[src/rtl/amm_arb2_rv_if.sv]
// amm_arb2_rv_if - one Avalon-MM link: command channel plus pipelined read
// response.
//   master modport : drives address/writedata/byteenable/write/read,
//                    receives readdata/readdatavalid/waitrequest
//   slave modport  : the mirror image (receives the command, answers it)
interface amm_arb2_rv_if;
    logic [31:0] address;
    logic [31:0] writedata;
    logic [3:0]  byteenable;
    logic        write;
    logic        read;
    logic [31:0] readdata;
    logic        readdatavalid;
    logic        waitrequest;

    modport master (
        output address, writedata, byteenable, write, read,
        input  readdata, readdatavalid, waitrequest
    );

    modport slave (
        input  address, writedata, byteenable, write, read,
        output readdata, readdatavalid, waitrequest
    );
endinterface

[src/rtl/amm_arb2_rv.sv]
// amm_arb2_rv - two-port Avalon-MM arbiter with readdatavalid routing.
// Shares one downstream master port between two upstream requesters using
// round-robin arbitration. The grant is held while a command is stalled by
// the downstream waitrequest. Read ownership is remembered in an in-order ID
// FIFO so pipelined read data returns to the requester that issued the read.
// The arbiter adds no latency to commands or to read data.
// Ports:
//   aclk, aresetn  : clock (rising edge), asynchronous active-low reset
//   s0, s1         : upstream requesters (slave side of the link)
//   m              : downstream port (master side of the link)
//   err_unexp_rdv  : sticky; readdatavalid arrived with no read outstanding
module amm_arb2_rv #(
    parameter int MAX_PEND = 4,
    parameter int PEND_W   = 2
) (
    input  logic          aclk,
    input  logic          aresetn,
    amm_arb2_rv_if.slave  s0,
    amm_arb2_rv_if.slave  s1,
    amm_arb2_rv_if.master m,
    output logic          err_unexp_rdv
);

    localparam logic [PEND_W:0] PEND_MAX = (PEND_W+1)'(MAX_PEND);

    logic                last_gnt_r;
    logic                hold_r;
    logic                hold_id_r;
    logic                err_r;
    logic [MAX_PEND-1:0] id_fifo_r;
    logic [PEND_W-1:0]   wr_ptr_r;
    logic [PEND_W-1:0]   rd_ptr_r;
    logic [PEND_W:0]     count_r;

    logic req0_s;
    logic req1_s;
    logic gnt_valid_s;
    logic gnt_id_s;
    logic pend_full_s;
    logic pend_empty_s;
    logic sel_read_s;
    logic sel_write_s;
    logic m_read_s;
    logic m_write_s;
    logic accept_s;
    logic stall_s;
    logic push_s;
    logic pop_s;
    logic head_s;

    assign req0_s       = s0.read | s0.write;
    assign req1_s       = s1.read | s1.write;
    assign pend_full_s  = (count_r == PEND_MAX);
    assign pend_empty_s = (count_r == {(PEND_W+1){1'b0}});

    // Grant selection: a stalled command keeps its grant, otherwise a tie goes
    // to the port that did not win last time.
    always_comb begin
        gnt_valid_s = 1'b0;
        gnt_id_s    = 1'b0;
        if (hold_r) begin
            gnt_valid_s = 1'b1;
            gnt_id_s    = hold_id_r;
        end else if (req0_s && !req1_s) begin
            gnt_valid_s = 1'b1;
            gnt_id_s    = 1'b0;
        end else if (!req0_s && req1_s) begin
            gnt_valid_s = 1'b1;
            gnt_id_s    = 1'b1;
        end else if (req0_s && req1_s) begin
            gnt_valid_s = 1'b1;
            gnt_id_s    = ~last_gnt_r;
        end else begin
            gnt_valid_s = 1'b0;
            gnt_id_s    = 1'b0;
        end
    end

    // Command mux: port 0 drives the bus whenever port 1 is not granted.
    always_comb begin
        m.address    = s0.address;
        m.writedata  = s0.writedata;
        m.byteenable = s0.byteenable;
        sel_read_s   = s0.read;
        sel_write_s  = s0.write;
        if (gnt_valid_s && gnt_id_s) begin
            m.address    = s1.address;
            m.writedata  = s1.writedata;
            m.byteenable = s1.byteenable;
            sel_read_s   = s1.read;
            sel_write_s  = s1.write;
        end else begin
            m.address    = s0.address;
            m.writedata  = s0.writedata;
            m.byteenable = s0.byteenable;
            sel_read_s   = s0.read;
            sel_write_s  = s0.write;
        end
    end

    // Reads are withheld while the ID FIFO is full; writes are not tracked.
    assign m_write_s = gnt_valid_s & sel_write_s;
    assign m_read_s  = gnt_valid_s & sel_read_s & ~pend_full_s;
    assign m.write   = m_write_s;
    assign m.read    = m_read_s;

    // Per-port stall: non-granted ports always wait; the granted port waits on
    // the downstream stall or on a read blocked by a full ID FIFO.
    always_comb begin
        s0.waitrequest = 1'b1;
        s1.waitrequest = 1'b1;
        if (gnt_valid_s && !gnt_id_s) begin
            s0.waitrequest = m.waitrequest | (s0.read & pend_full_s);
        end else if (gnt_valid_s && gnt_id_s) begin
            s1.waitrequest = m.waitrequest | (s1.read & pend_full_s);
        end else begin
            s0.waitrequest = 1'b1;
            s1.waitrequest = 1'b1;
        end
    end

    assign accept_s = (m_read_s | m_write_s) & ~m.waitrequest;
    // A read blocked only by a full FIFO never reaches the bus, so it does not
    // lock the grant and can be overtaken by the other port.
    assign stall_s  = (m_read_s | m_write_s) & m.waitrequest;
    assign push_s   = m_read_s & ~m.waitrequest;
    assign pop_s    = m.readdatavalid & ~pend_empty_s;
    assign head_s   = id_fifo_r[rd_ptr_r];

    // Read data fans out to both ports; only the owner of the oldest read sees valid.
    assign s0.readdata      = m.readdata;
    assign s1.readdata      = m.readdata;
    assign s0.readdatavalid = pop_s & ~head_s;
    assign s1.readdatavalid = pop_s & head_s;
    assign err_unexp_rdv    = err_r;

    // Round-robin history and grant hold across downstream stalls.
    always_ff @(posedge aclk or negedge aresetn) begin
        if (!aresetn) begin
            last_gnt_r <= 1'b1;
            hold_r     <= 1'b0;
            hold_id_r  <= 1'b0;
        end else if (accept_s) begin
            last_gnt_r <= gnt_id_s;
            hold_r     <= 1'b0;
        end else if (stall_s) begin
            hold_r     <= 1'b1;
            hold_id_r  <= gnt_id_s;
        end
    end

    // In-order read-owner FIFO; pointers wrap naturally at the power-of-two depth.
    always_ff @(posedge aclk or negedge aresetn) begin
        if (!aresetn) begin
            id_fifo_r <= {MAX_PEND{1'b0}};
            wr_ptr_r  <= {PEND_W{1'b0}};
            rd_ptr_r  <= {PEND_W{1'b0}};
            count_r   <= {(PEND_W+1){1'b0}};
        end else begin
            if (push_s) begin
                id_fifo_r[wr_ptr_r] <= gnt_id_s;
                wr_ptr_r            <= wr_ptr_r + PEND_W'(1);
            end
            if (pop_s) begin
                rd_ptr_r <= rd_ptr_r + PEND_W'(1);
            end
            case ({push_s, pop_s})
                2'b10:   count_r <= count_r + (PEND_W+1)'(1);
                2'b01:   count_r <= count_r - (PEND_W+1)'(1);
                default: count_r <= count_r;
            endcase
        end
    end

    // Sticky flag for read data that nobody asked for; cleared only by reset.
    always_ff @(posedge aclk or negedge aresetn) begin
        if (!aresetn) begin
            err_r <= 1'b0;
        end else if (m.readdatavalid && pend_empty_s) begin
            err_r <= 1'b1;
        end
    end

endmodule

[src/flat_wrapper.sv]
// flat-port wrapper written by rule: the top's interface ports become plain ports
module amm_arb2_rv_flat 
#(
    parameter int MAX_PEND = 4,
    parameter int PEND_W   = 2
)
  (aclk, aresetn, err_unexp_rdv, s0_address, s0_writedata, s0_byteenable, s0_write, s0_read, s0_readdata, s0_readdatavalid, s0_waitrequest, s1_address, s1_writedata, s1_byteenable, s1_write, s1_read, s1_readdata, s1_readdatavalid, s1_waitrequest, m_address, m_writedata, m_byteenable, m_write, m_read, m_readdata, m_readdatavalid, m_waitrequest);
  amm_arb2_rv_if s0_i ();
  amm_arb2_rv_if s1_i ();
  amm_arb2_rv_if m_i ();
  input  logic aclk;
  input  logic aresetn;
  output logic err_unexp_rdv;
  input wire logic [$bits(s0_i.address)-1:0] s0_address;
  input wire logic [$bits(s0_i.writedata)-1:0] s0_writedata;
  input wire logic [$bits(s0_i.byteenable)-1:0] s0_byteenable;
  input wire logic [$bits(s0_i.write)-1:0] s0_write;
  input wire logic [$bits(s0_i.read)-1:0] s0_read;
  output wire logic [$bits(s0_i.readdata)-1:0] s0_readdata;
  output wire logic [$bits(s0_i.readdatavalid)-1:0] s0_readdatavalid;
  output wire logic [$bits(s0_i.waitrequest)-1:0] s0_waitrequest;
  input wire logic [$bits(s1_i.address)-1:0] s1_address;
  input wire logic [$bits(s1_i.writedata)-1:0] s1_writedata;
  input wire logic [$bits(s1_i.byteenable)-1:0] s1_byteenable;
  input wire logic [$bits(s1_i.write)-1:0] s1_write;
  input wire logic [$bits(s1_i.read)-1:0] s1_read;
  output wire logic [$bits(s1_i.readdata)-1:0] s1_readdata;
  output wire logic [$bits(s1_i.readdatavalid)-1:0] s1_readdatavalid;
  output wire logic [$bits(s1_i.waitrequest)-1:0] s1_waitrequest;
  output wire logic [$bits(m_i.address)-1:0] m_address;
  output wire logic [$bits(m_i.writedata)-1:0] m_writedata;
  output wire logic [$bits(m_i.byteenable)-1:0] m_byteenable;
  output wire logic [$bits(m_i.write)-1:0] m_write;
  output wire logic [$bits(m_i.read)-1:0] m_read;
  input wire logic [$bits(m_i.readdata)-1:0] m_readdata;
  input wire logic [$bits(m_i.readdatavalid)-1:0] m_readdatavalid;
  input wire logic [$bits(m_i.waitrequest)-1:0] m_waitrequest;
  assign s0_i.address = s0_address;
  assign s0_i.writedata = s0_writedata;
  assign s0_i.byteenable = s0_byteenable;
  assign s0_i.write = s0_write;
  assign s0_i.read = s0_read;
  assign s0_readdata = s0_i.readdata;
  assign s0_readdatavalid = s0_i.readdatavalid;
  assign s0_waitrequest = s0_i.waitrequest;
  assign s1_i.address = s1_address;
  assign s1_i.writedata = s1_writedata;
  assign s1_i.byteenable = s1_byteenable;
  assign s1_i.write = s1_write;
  assign s1_i.read = s1_read;
  assign s1_readdata = s1_i.readdata;
  assign s1_readdatavalid = s1_i.readdatavalid;
  assign s1_waitrequest = s1_i.waitrequest;
  assign m_address = m_i.address;
  assign m_writedata = m_i.writedata;
  assign m_byteenable = m_i.byteenable;
  assign m_write = m_i.write;
  assign m_read = m_i.read;
  assign m_i.readdata = m_readdata;
  assign m_i.readdatavalid = m_readdatavalid;
  assign m_i.waitrequest = m_waitrequest;
  amm_arb2_rv #(.MAX_PEND(MAX_PEND), .PEND_W(PEND_W)) u_core (.aclk(aclk), .aresetn(aresetn), .s0(s0_i), .s1(s1_i), .m(m_i), .err_unexp_rdv(err_unexp_rdv));
endmodule
[config.mk]
export PLATFORM = sky130hd
export DESIGN_NAME = amm_arb2_rv_flat
export DESIGN_NICKNAME = d
export VERILOG_FILES = /design/src/rtl/amm_arb2_rv_if.sv /design/src/rtl/amm_arb2_rv.sv /design/src/flat_wrapper.sv
export SDC_FILE = /design/constraint.sdc
export NUM_CORES = 1
export LEC_CHECK = 0
export CORE_AREA = 2 2 123 125
export CTS_CLUSTER_DIAMETER = 80
export DETAILED_ROUTE_END_ITERATION = 10
export DIE_AREA = 0 0 125 127
export GPL_TIMING_DRIVEN = 0
export PLACE_DENSITY_LB_ADDON = 0.12
export RECOVER_POWER = 50
export SLEW_MARGIN = 20
export SYNTH_ARGS = -nofsm -noshare
export SYNTH_HDL_FRONTEND = slang
export SYNTH_SLANG_ARGS = --single-unit
[constraint.sdc]
create_clock -name aclk -period 5 [get_ports aclk]
set_clock_uncertainty 0.1 [all_clocks]
set_input_delay 0.75 -clock aclk [delete_from_list [all_inputs] [get_ports aclk]]
set_output_delay 0.75 -clock aclk [all_outputs]
set_load 0.01 [all_outputs]
== Yosys cells after proc, flatten, opt, wreduce, memory -nomap -nowiden ==
Cells that the tools add are included.
Storage, ports and cells
  output and inout port bits: 139
  logic and storage cells: 78
  bits in registers: 15
Cells by class
  add/subtract/negate cells: 4
  bitwise operators: 22
  equal/unequal tests: 3
  mux-type cells: 24
  magnitude comparators: 3
  reductions and logical operators: 14
Operators with widths (count)
  32-bit two-way mux: 2
  1-bit two-way mux: 17
  1-bit bitwise AND: 11
  1-bit logical AND: 7
  2-bit by 3-bit < comparator with 1-bit output (second input constant): 2
  1-bit inverter: 6
  3-bit case mux with 2 select lines: 1
  1-bit OR: 5
  2-bit by 1-bit adder with 2-bit output (second input constant): 2
  4-bit bitwise mux: 1
  4-bit two-way mux: 1
  2-bit nonzero test: 2
  3-bit by 1-bit adder with 3-bit output (second input constant): 1
  3-bit equality test (second input constant): 1
  1-bit logical NOT: 3
  3-bit logical NOT: 1
  3-bit by 1-bit subtractor with 3-bit output (second input constant): 1
  1-bit binary-select mux with 2-bit select: 1
  1-bit demux with 2-bit select: 1
  2-bit by 1-bit equality test with 1-bit output (second input constant): 1
  2-bit equality test (second input constant): 1
  2-bit by 1-bit greater-or-equal comparator with 1-bit output (second input constant): 1
  2-bit AND reduction: 1

== Logic depth before layout (Yosys ltp) ==
Gate-level depths: netlist of run 1.
  depth after elaboration: 14
  mapped depth: 12
  gate-level depth less buffers: 10

== Least setup slack after synthesis of run 1 ==
OpenSTA, ideal clock, no wires.
  kind: input to output
  start: in s1_read
  end: out m_write
  cell stages on the path: 6
  setup slack: 2429 ps
  buffers on the path: 2
  arrival: 1721 ps
  data required time: 4150 ps
  cell sequence: nor2_2 -> nor2_1 -> a22o_1 -> buf_2 -> buf_2 -> o22ai_1
On the way
  cells in the longest elaborated chain, start to end: 9
  elaborated cells between the ends (all ways): 16
RTL lines
  start, declared: line flat_wrapper.sv:26  | input wire logic [$bits(s1_i.read)-1:0] s1_read;
  1-bit OR *: line amm_arb2_rv.sv:52  | assign req1_s = s1.read | s1.write;
  1-bit logical AND: line amm_arb2_rv.sv:70  | end else if (req0_s && req1_s) begin
  1-bit two-way mux: line amm_arb2_rv.sv:70
  1-bit two-way mux: line amm_arb2_rv.sv:67  | end else if (!req0_s && req1_s) begin
  1-bit two-way mux: line amm_arb2_rv.sv:64  | end else if (req0_s && !req1_s) begin
  1-bit two-way mux: line amm_arb2_rv.sv:61  | if (hold_r) begin
  1-bit logical AND: line amm_arb2_rv.sv:86  | if (gnt_valid_s && gnt_id_s) begin
  1-bit two-way mux: line amm_arb2_rv.sv:86
  1-bit bitwise AND *: line amm_arb2_rv.sv:102  | assign m_write_s = gnt_valid_s & sel_write_s;
  end, declared: line flat_wrapper.sv:33  | output wire logic [$bits(m_i.write)-1:0] m_write;
Mark *: on every way between the ends. The rest lies on a longest branch, timed or not.

== Worst setup path after layout of run 1 ==
  start: in s1_read
  end: out m_address[19]
On the way
  cells in the longest elaborated chain, start to end: 8
  elaborated cells between the ends (all ways): 15
RTL lines
  1-bit OR *: line amm_arb2_rv.sv:52
  1-bit logical AND: line amm_arb2_rv.sv:70
  1-bit two-way mux: line amm_arb2_rv.sv:70
  1-bit two-way mux: line amm_arb2_rv.sv:67
  1-bit two-way mux: line amm_arb2_rv.sv:64
  1-bit two-way mux: line amm_arb2_rv.sv:61
  1-bit logical AND *: line amm_arb2_rv.sv:86
  32-bit two-way mux *: line amm_arb2_rv.sv:86
  end, declared: line flat_wrapper.sv:30  | output wire logic [$bits(m_i.address)-1:0] m_address;
Marked as above.

==> flow_summary.ini, run 1 <==
[critical_path]
cell_with_the_largest_stage_delay_on_the_worst_path = sky130_fd_sc_hd__clkdlybuf4s50_1
max_stage_delay_ns = 0.60
end_kind = output pin
path_max_fanout = 10
cp.arrival_ns = 3.12
critical_path.startpoint_type = input port
critPathRequiredTime_ns = 4.15
setup.worst_path.class = input port to output pin
cp_cell_sequence = clkdlybuf4s50_1, nor2_1, nor2_1, a22oi_2, buf_4, buf_4, nand2_1, nand2_1, clkdlybuf4s50_1

[logic_synthesis]
number_of_synthesized_register_bits = 15
synth_flop_cell = sky130_fd_sc_hd__dfrtp_1
synth.yosys.warnings = 0
synth_enable_flop_cells = 0
yosys.area.top_type_share = 0.341
ys_seq_area_frac = 0.165
synthArstFlopShare = 1.00
postSynthCellCount = 371
netlist_area_sq_mm = 0.00228
syn_nets = 553
synthesis.area_per_instance_sq_um = 6.14
synth_area_leaders = sky130_fd_sc_hd__nand2_1, sky130_fd_sc_hd__buf_4, sky130_fd_sc_hd__dfrtp_1
synth_top_cell_by_area = sky130_fd_sc_hd__nand2_1
netlist-cell-type-count = 37

[timing]
worst_slew_pin_slew_ns = 0.684
setup_repair_after_global_routing_missed_its_margin = no
post-route-min-period_ns = 3.97
max_slew_margin = 0.542
final_layout_setup_total_negative_slack_ns = 0
hold_viol_final = 0
final_max_slew_viol_count = 0
maximum_clock_frequency_mhz = 252
final_critical_path_share_of_the_clock_period = 0.794
number_of_setup_violations_in_the_final_report = 0

[cells_and_area]
area_of_the_multi_input_gates_sq_mm = 0.00126
layout.nets = 840
most-common-layout-cells = sky130_fd_sc_hd__clkdlybuf4s50_1, sky130_fd_sc_hd__nand2_1, sky130_fd_sc_hd__buf_4, sky130_fd_sc_hd__dlygate4sd3_1, sky130_fd_sc_hd__dfrtp_1
post_route_cells_drive_above_1_share = 0.151
layout.cells.most_common = sky130_fd_sc_hd__clkdlybuf4s50_1
num-fill-cells = 1537
diodes = 0
regArea_sq_um = 377
area_growth_pct = 137

[cts]
setup_repair_bufs_after_cts = 0
max-clock-path-buffers = 2
worstSkewPairLatency_ns = 0.24
inserted_clock_buffers = 3
post_cts_hold_buffer_count = 0
ctsResizeCount = 0
cts_sinks = 15
clk_root_buffer_cell = sky130_fd_sc_hd__clkbuf_16
htreeDepth = 1
cts.clk_slew.worst_paths_ns = 0.05
cts_tree = yes

[grt]
grt_antenna_before_repair = 0
via_count_of_the_first_global_routing_pass = 3115
grt.overflow.total = 0
grt_start_max_net_pins = 16
global_route_wire_length_before_repair_um = 17300
track_usage = 0.137

[detailed_routing]
route.detailed.drc = 0
detailroute.via_count = 3193
count_of_antenna_violating_nets_left_after_detailed_routing = 0
wire_per_inst_um = 14.3
route.detailed.vias_per_inst = 3.80
routed_wirelength_um = 12000
drtPass1Iterations = 4
drt_iter0_drc = 82

[run_status]
outcome = finished clean

[run]
cap_viol_max_count = 0

[pwr]
switching_share = 0.442
areal_power_density_over_the_cells_mw_per_mm2 = 461
power.share.clock = 0.062
sequentialPowerShare = 0.099
share_comb_of_total_power = 0.839
cell_internal_pwr_uw = 1390
ir_drop_mv = 0.209
power_total_uw = 2500
reported_net_switching_power_uw = 1100
static-leakage-power_uw = 0.00254

[floorplan]
design.die.area_sq_mm = 0.0159
core.rowCount = 44
initial_utilization = 0.158
die_x_um = 125
dieHeight_um = 127
floorplan.core_area_sq_mm = 0.0144
boundaryPins = 315

[place]
placement.io_buffers = 282
gp_congestion = 0.770
place.detailed.hpwl_um = 10500

[worst_hold_path]
min-delay-path-class = flip-flop to flip-flop
worst max-delay path: cells and delay by family:
kind | cells | cell delay (ns)
AND/OR/NAND/NOR | 4 | 0.57
buffers and inverters | 4 | 1.55
AO/OA/AOI/OAI | 1 | 0.24
per-stage QoR:
stage | setup slack (ns) | utilization | hold slack (ns) | area [sq um] | std cells
final | 1.03 | 0.375 | 0.350 | 5410 | 841
after global routing | 0.871 | 0.375 | 0.395 | 5410 | 841
after CTS | 1.09 | 0.375 | 0.362 | 5410 | 841
after detailed placement | 1.10 | 0.370 | 0.351 | 5330 | 837
after global placement | 1.11 | 0.370 | 0.349 | 5330 | 837
after floorplan | 2.43 | - | 0.353 | 2280 | 371
state kept, by name, summed over array words and instances (netlist names):
name,flops
u_core.rd_ptr_r,2
u_core.hold_r,1
u_core.last_gnt_r,1
u_core.id_fifo_r,4
u_core.wr_ptr_r,2
u_core.hold_id_r,1
u_core.count_r,3
u_core.err_unexp_rdv,1
layout make-up:
type                       instances  share of cell area
timing repair buffer             282               0.522
multi-input combinational        263               0.233
buffer                            82               0.111
sequential                        15              0.0696
tap                              184              0.0426
clock buffer                       4              0.0146
inverter                          11             0.00763
power by group through the flow:
stage	Combinational, uW	Sequential, uW	Clock (uW)
after floorplan	1060	235	0
after global placement	2130	245	0
after detailed placement	2140	247	0
after CTS	2150	247	158
after global routing	2270	254	166
final	2090	247	155
synth_stat cells (2+ instances only):
cell type and count:
sky130_fd_sc_hd__nand2_1 207, sky130_fd_sc_hd__inv_1 10, sky130_fd_sc_hd__o21ai_1 2, sky130_fd_sc_hd__buf_4 71, sky130_fd_sc_hd__a21oi_2 5, sky130_fd_sc_hd__buf_6 2
sky130_fd_sc_hd__o21ai_2 2, sky130_fd_sc_hd__buf_2 8, sky130_fd_sc_hd__nand2b_1 2, sky130_fd_sc_hd__xnor2_1 4, sky130_fd_sc_hd__a21oi_1 6, sky130_fd_sc_hd__a31oi_1 6
sky130_fd_sc_hd__xor2_1 2, sky130_fd_sc_hd__ha_1 5, sky130_fd_sc_hd__dfrtp_1 14, sky130_fd_sc_hd__nor2_1 4
logic make-up after synthesis:
family,Yosys count,synth area share
DFF,15,0.165
AOI/OAI and AO/OA,29,0.101
xor gates and xnor gates,6,0.0231
adders and majority gates,6,0.0362
buffers and inverters,93,0.281
and+or+nand+nor,219,0.374
muxes,3,0.0192
per-layer routing:
metal  up-vias  share of wire  GRT usage
met3         8          0.059     0.0226
met1      1392           0.38      0.153
met2       144           0.55      0.272
met5         -              0          0
met4         0         0.0099     0.0229
li1       1649              -          -
path summary, 6_finish.rpt:
| kind | start | endpoint | slack, ns | depth (start not counted) |
|---|---|---|---|---|
| min in group asynchronous | aresetn | u_core.id_fifo_r[0]$_DFFE_PN0P_ | 0.89 | 1 |
| worst min register to register | u_core.err_unexp_rdv$_DFFE_PN0P_ | u_core.err_unexp_rdv$_DFFE_PN0P_ | 0.35 | 1 |
| worst min-delay path | u_core.err_unexp_rdv$_DFFE_PN0P_ | u_core.err_unexp_rdv$_DFFE_PN0P_ | 0.35 | 1 |
| worst max register to register | u_core.count_r[0]$_DFFE_PN0P_ | u_core.count_r[2]$_DFFE_PN0P_ | 2.48 | 11 |
| max in group asynchronous | aresetn | u_core.count_r[0]$_DFFE_PN0P_ | 3.47 | 1 |
| worst max-delay path | s1_read | m_address[19] | 1.03 | 9 |
Power figures use the tool's default switching activity.
==> run 2, diff against run 1 <==
- CORE_AREA: 2 2 123 125 -> 2 2 121 123
- DIE_AREA: 0 0 125 127 -> 0 0 123 125
- clock period: 5 -> 3.74 ns (I/O delays scaled with it)
==> run 2 against run 1 <==
Against the previous run: flip-flop and latch count is the same; utilization grew 0.63 points; sequential share of layout area is essentially flat; first-iteration DRC count grew 28%; critical endpoint is now m_address[20]; highest routed layer is now met5.
==> flow_summary.ini, run 2 (same netlist as run 1, synthesis figures left out) <==
[grt]
grt_antenna_before_repair = 2
via_count_of_the_first_global_routing_pass = 3049
grt_start_max_net_pins = 16
grt.overflow.total = 0
track_usage = 0.143
global_route_wire_length_before_repair_um = 17100

[floorplan]
design.die.area_sq_mm = 0.0154
dieHeight_um = 125
core.rowCount = 44
boundaryPins = 315
initial_utilization = 0.161
die_x_um = 123
floorplan.core_area_sq_mm = 0.0142

[critical_path]
critical_path.startpoint_type = input port
critPathRequiredTime_ns = 3.08
setup.worst_path.class = input port to output pin
path_max_fanout = 10
end_kind = output pin
cp.arrival_ns = 2.81

[cells_and_area]
layout.cells.most_common = sky130_fd_sc_hd__clkdlybuf4s50_1
reg_top3 = u_core.id_fifo_r x4, u_core.count_r x3
most-common-layout-cells = sky130_fd_sc_hd__clkdlybuf4s50_1, sky130_fd_sc_hd__nand2_1, sky130_fd_sc_hd__buf_4, sky130_fd_sc_hd__dlygate4sd3_1, sky130_fd_sc_hd__dfrtp_1
top_register = u_core.id_fifo_r
area_of_the_multi_input_gates_sq_mm = 0.00126
num-fill-cells = 1487
regArea_sq_um = 377
post_route_cells_drive_above_1_share = 0.154
layout.nets = 840
largest_reg_flops = 4
utilization = 0.381
area_growth_pct = 138

[pwr]
share_comb_of_total_power = 0.838
sequentialPowerShare = 0.099
reported_net_switching_power_uw = 1450
switching_share = 0.438
static-leakage-power_uw = 0.00254
power_total_uw = 3310
cell_internal_pwr_uw = 1860
ir_drop_mv = 0.260
power.share.clock = 0.062
areal_power_density_over_the_cells_mw_per_mm2 = 611

[worst_hold_path]
min-delay-path-class = flip-flop to flip-flop

[place]
place.detailed.hpwl_um = 10400
gp_congestion = 0.775
placement.io_buffers = 282

[timing]
final_critical_path_share_of_the_clock_period = 0.929
number_of_setup_violations_in_the_final_report = 0
final_layout_setup_total_negative_slack_ns = 0
hold_viol_final = 0
maximum_clock_frequency_mhz = 288
post-route-min-period_ns = 3.47
worst_slew_pin_slew_ns = 0.718
setup_repair_after_global_routing_missed_its_margin = no
final_max_slew_viol_count = 0
hold_ws_ns = 0.354
max_slew_margin = 0.519

[cts]
worstSkewPairLatency_ns = 0.24
post_cts_hold_buffer_count = 0
clk_root_buffer_cell = sky130_fd_sc_hd__clkbuf_16
cts.clk_slew.worst_paths_ns = 0.05
cts_sinks = 15
htreeDepth = 1
cts_tree = yes
ctsResizeCount = 0
max-clock-path-buffers = 2
inserted_clock_buffers = 3
setup_repair_bufs_after_cts = 0

[detailed_routing]
detailroute.via_count = 3153
route.detailed.drc = 0
wire_per_inst_um = 14.1
count_of_antenna_violating_nets_left_after_detailed_routing = 0
drtPass1Iterations = 4
routed_wirelength_um = 11800
drt_iter0_drc = 105
route.detailed.vias_per_inst = 3.74

[run]
cap_viol_max_count = 0

[run_status]
outcome = finished clean
[run 2: cell count changes in the layout (fill, tap and decap cells not counted)]
| cell | change |
|---|---|
| sky130_fd_sc_hd__clkbuf_1 | -1 |
| sky130_fd_sc_hd__clkinv_2 | +1 |
| sky130_fd_sc_hd__diode_2 | +1 |
| sky130_fd_sc_hd__nor2_1 | -1 |
| sky130_fd_sc_hd__nor2_2 | +1 |
[run 2: metal layers]
metal | vias to the layer above | global-route usage | part of all wire
met2 | 137 | 0.276 | 0.53
met3 | 10 | 0.0392 | 0.098
met5 | - | 0 | 0.0011
met4 | 2 | 0.0261 | 0.011
met1 | 1353 | 0.154 | 0.36
li1 | 1651 | - | -
[run 2: power by group through the flow]
stage / combinational [uW] / clock [uW] / sequential [uW]
2_1_floorplan: 1420 / 0 / 314
3_3_place_gp: 2840 / 0 / 327
3_5_place_dp: 2850 / 0 / 331
4_1_cts: 2860 / 212 / 330
5_1_grt: 3060 / 220 / 343
6_report: 2770 / 207 / 329
[run 2: cell type report]
type | count | share of cell area
antenna | 1 | 0.000462
buffer | 82 | 0.111
clock buffer | 3 | 0.0139
clock inverter | 1 | 0.000924
inverter | 11 | 0.00762
multi-input combinational | 263 | 0.233
sequential | 15 | 0.0695
tap | 184 | 0.0425
timing repair buffer | 282 | 0.521
[run 2: final timing paths]
kind	from	endpoint	slack (ns)	cells after the start
max in group asynchronous	aresetn	u_core.rd_ptr_r[0]$_DFFE_PN0P_	2.37	1
setup / recovery	s1_read	m_address[20]	0.27	9
min in group asynchronous	aresetn	u_core.id_fifo_r[0]$_DFFE_PN0P_	0.71	1
hold reg to reg	u_core.err_unexp_rdv$_DFFE_PN0P_	u_core.err_unexp_rdv$_DFFE_PN0P_	0.35	1
setup reg to reg	u_core.count_r[0]$_DFFE_PN0P_	u_core.count_r[2]$_DFFE_PN0P_	1.24	11
hold / removal	u_core.err_unexp_rdv$_DFFE_PN0P_	u_core.err_unexp_rdv$_DFFE_PN0P_	0.35	1
[run 2: critical path, stage by stage]
cell                              delay, ns
sky130_fd_sc_hd__clkdlybuf4s50_1       0.50
sky130_fd_sc_hd__nor2_2                0.25
sky130_fd_sc_hd__nor2_1                0.10
sky130_fd_sc_hd__a22oi_2               0.23
sky130_fd_sc_hd__buf_4                 0.24
sky130_fd_sc_hd__buf_4                 0.19
sky130_fd_sc_hd__nand2_1               0.06
sky130_fd_sc_hd__nand2_1               0.11
sky130_fd_sc_hd__clkdlybuf4s50_1       0.57
[run 2: metrics by stage]
stage | instance area (sq um) | instances | worst slack (ns)
global route | 5420 | 842 | 0.0853
finish | 5420 | 842 | 0.266
global placement | 5330 | 837 | 0.222
CTS | 5410 | 841 | 0.209
floorplan | 2280 | 371 | 1.36
detailed placement | 5330 | 837 | 0.223
==> run 3, diff against run 2 <==
- CELL_PAD_IN_SITES_DETAIL_PLACEMENT: not set -> 1
- CELL_PAD_IN_SITES_GLOBAL_PLACEMENT: not set -> 1
- CORE_AREA: 2 2 121 123 -> 2 2 168 104
- CTS_CLUSTER_SIZE: not set -> 10
- DIE_AREA: 0 0 123 125 -> 0 0 170 106
==> run 3 against run 2 <==
Against the previous run: combinational power rose by 2%; die area rose by 17%; sequential share of layout area barely moved; utilization fell by 5.4 points; setup slack got worse by 0.0053 ns; via count rose by 2.9%; critical path type unchanged; highest routed layer is now met4.
==> flow_summary.ini, run 3 (same netlist as run 1, synthesis figures left out) <==
[run_status]
outcome = finished clean

[pwr]
power_total_uw = 3370
ir_drop_mv = 0.204
areal_power_density_over_the_cells_mw_per_mm2 = 618
static-leakage-power_uw = 0.00254

[cells_and_area]
area_growth_pct = 139
area_of_the_multi_input_gates_sq_mm = 0.00126
num-fill-cells = 2045
largest_reg_flops = 4
reg_top3 = u_core.id_fifo_r x4, u_core.count_r x3
regArea_sq_um = 377
layout.cells.most_common = sky130_fd_sc_hd__clkdlybuf4s50_1
layout.nets = 840
post_route_cells_drive_above_1_share = 0.152
most-common-layout-cells = sky130_fd_sc_hd__clkdlybuf4s50_1, sky130_fd_sc_hd__nand2_1, sky130_fd_sc_hd__buf_4, sky130_fd_sc_hd__dlygate4sd3_1, sky130_fd_sc_hd__dfrtp_1
final_area_sq_mm = 0.00545
top_register = u_core.id_fifo_r
diodes = 0
stdcell_count = 871

[detailed_routing]
count_of_antenna_violating_nets_left_after_detailed_routing = 0
wire_per_inst_um = 13.8
drt_iter0_drc = 153
route.detailed.vias_per_inst = 3.72
routed_wirelength_um = 12000
drtPass1Iterations = 4
detailroute.via_count = 3244
route.detailed.drc = 0

[place]
placed_cell_area_sq_mm = 0.00537
place.detailed.hpwl_um = 10600
placement.io_buffers = 282
gp_congestion = 0.745
placed_cells = 867

[cts]
cts.clk_slew.worst_paths_ns = 0.05
max-clock-path-buffers = 2
post_cts_hold_buffer_count = 0
ctsResizeCount = 0
clk_root_buffer_cell = sky130_fd_sc_hd__clkbuf_16
cts_sinks = 15
cts_tree = yes
setup_repair_bufs_after_cts = 0
htreeDepth = 1
worstSkewPairLatency_ns = 0.24
inserted_clock_buffers = 3

[critical_path]
end_kind = output pin
path_max_fanout = 10
setup.worst_path.class = input port to output pin
worst_r2r_path_depth = 11
cp_cell_sequence = clkdlybuf4s50_1, nor2_2, nor2_1, a22oi_2, clkbuf_1, nand2_1, nand2_1, clkdlybuf4s50_1
critPathRequiredTime_ns = 3.08
critical_path.startpoint_type = input port
cp.arrival_ns = 2.82
cell_with_the_largest_stage_delay_on_the_worst_path = sky130_fd_sc_hd__clkdlybuf4s50_1
max_stage_delay_ns = 0.54

[timing]
worst_slew_pin_slew_ns = 0.692
final_max_slew_viol_count = 0
max_slew_margin = 0.537
hold_viol_final = 0
number_of_setup_violations_in_the_final_report = 0
final_critical_path_share_of_the_clock_period = 0.930
setup_repair_after_global_routing_missed_its_margin = no
final_layout_setup_total_negative_slack_ns = 0
maximum_clock_frequency_mhz = 287
post-route-min-period_ns = 3.48

[grt]
met2_usage = 0.237
grt.overflow.total = 0
met3_track_usage_gr = 0.0298
grt_antenna_before_repair = 0
track_usage = 0.122
grt_start_max_net_pins = 16
grt_busiest_layer = met2
global_route_wire_length_before_repair_um = 17700
via_count_of_the_first_global_routing_pass = 3347
global_route.usage.met1 = 0.142

[floorplan]
die_x_um = 170
floorplan.core_area_sq_mm = 0.0167
design.die.area_sq_mm = 0.0180
initial_utilization = 0.137
core.rowCount = 37
dieHeight_um = 106
boundaryPins = 315

[worst_hold_path]
min-delay-path-class = flip-flop to flip-flop
hold_depth = 1

[run]
cap_viol_max_count = 0
[run 3: changes by cell type in the layout (fill, tap and decap cells not counted)]
cell                       before  now
sky130_fd_sc_hd__clkinv_2       1    0
sky130_fd_sc_hd__clkbuf_1       1    2
sky130_fd_sc_hd__diode_2        1    0
[run 3: area by class of cell]
class / count / area share
multi-input cells: 263 / 0.232
clock buffers: 4 / 0.0145
inverters: 11 / 0.00758
plain buffers: 82 / 0.110
flip-flops and latches: 15 / 0.0691
repair buffers: 282 / 0.518
well taps: 214 / 0.0491
[run 3: routing by layer]
| layer | routed length [um] | vias to the layer above |
|---|---|---|
| met4 | 19 | 0 |
| li1 | - | 1650 |
| met1 | 4820 | 1443 |
| met5 | 0 | - |
| met2 | 6100 | 149 |
| met3 | 1050 | 2 |
[run 3: worst max-delay path: cells and delay by family]
| family | cells | cell delay [ns] |
|---|---|---|
| AND/OR/NAND/NOR | 4 | 0.54 |
| AO/OA/AOI/OAI | 1 | 0.22 |
| buffers and inverters | 3 | 1.49 |
[run 3: where the power goes]
part           switching, uW  internal (uW)
Clock                   63.7            144
Sequential              74.3            255
Combinational           1370           1460
Total                   1500           1860
[run 3: final timing paths]
kind,start,end,slack [ns]
max in group asynchronous,aresetn,u_core.rd_ptr_r[0]$_DFFE_PN0P_,2.39
setup / recovery,s1_read,m_byteenable[0],0.26
setup reg to reg,u_core.count_r[0]$_DFFE_PN0P_,u_core.count_r[2]$_DFFE_PN0P_,1.18
hold reg to reg,u_core.err_unexp_rdv$_DFFE_PN0P_,u_core.err_unexp_rdv$_DFFE_PN0P_,0.38
hold / removal,u_core.err_unexp_rdv$_DFFE_PN0P_,u_core.err_unexp_rdv$_DFFE_PN0P_,0.38
min in group asynchronous,aresetn,u_core.err_unexp_rdv$_DFFE_PN0P_,0.71
[run 3: per-stage QoR]
step / setup slack (ns) / utilization / hold slack (ns)
floorplan: 1.36 / - / 0.165
global placement: 0.247 / 0.322 / 0.368
detailed placement: 0.217 / 0.322 / 0.377
CTS: 0.215 / 0.327 / 0.385
global route: 0.0651 / 0.327 / 0.400
finish: 0.261 / 0.327 / 0.377
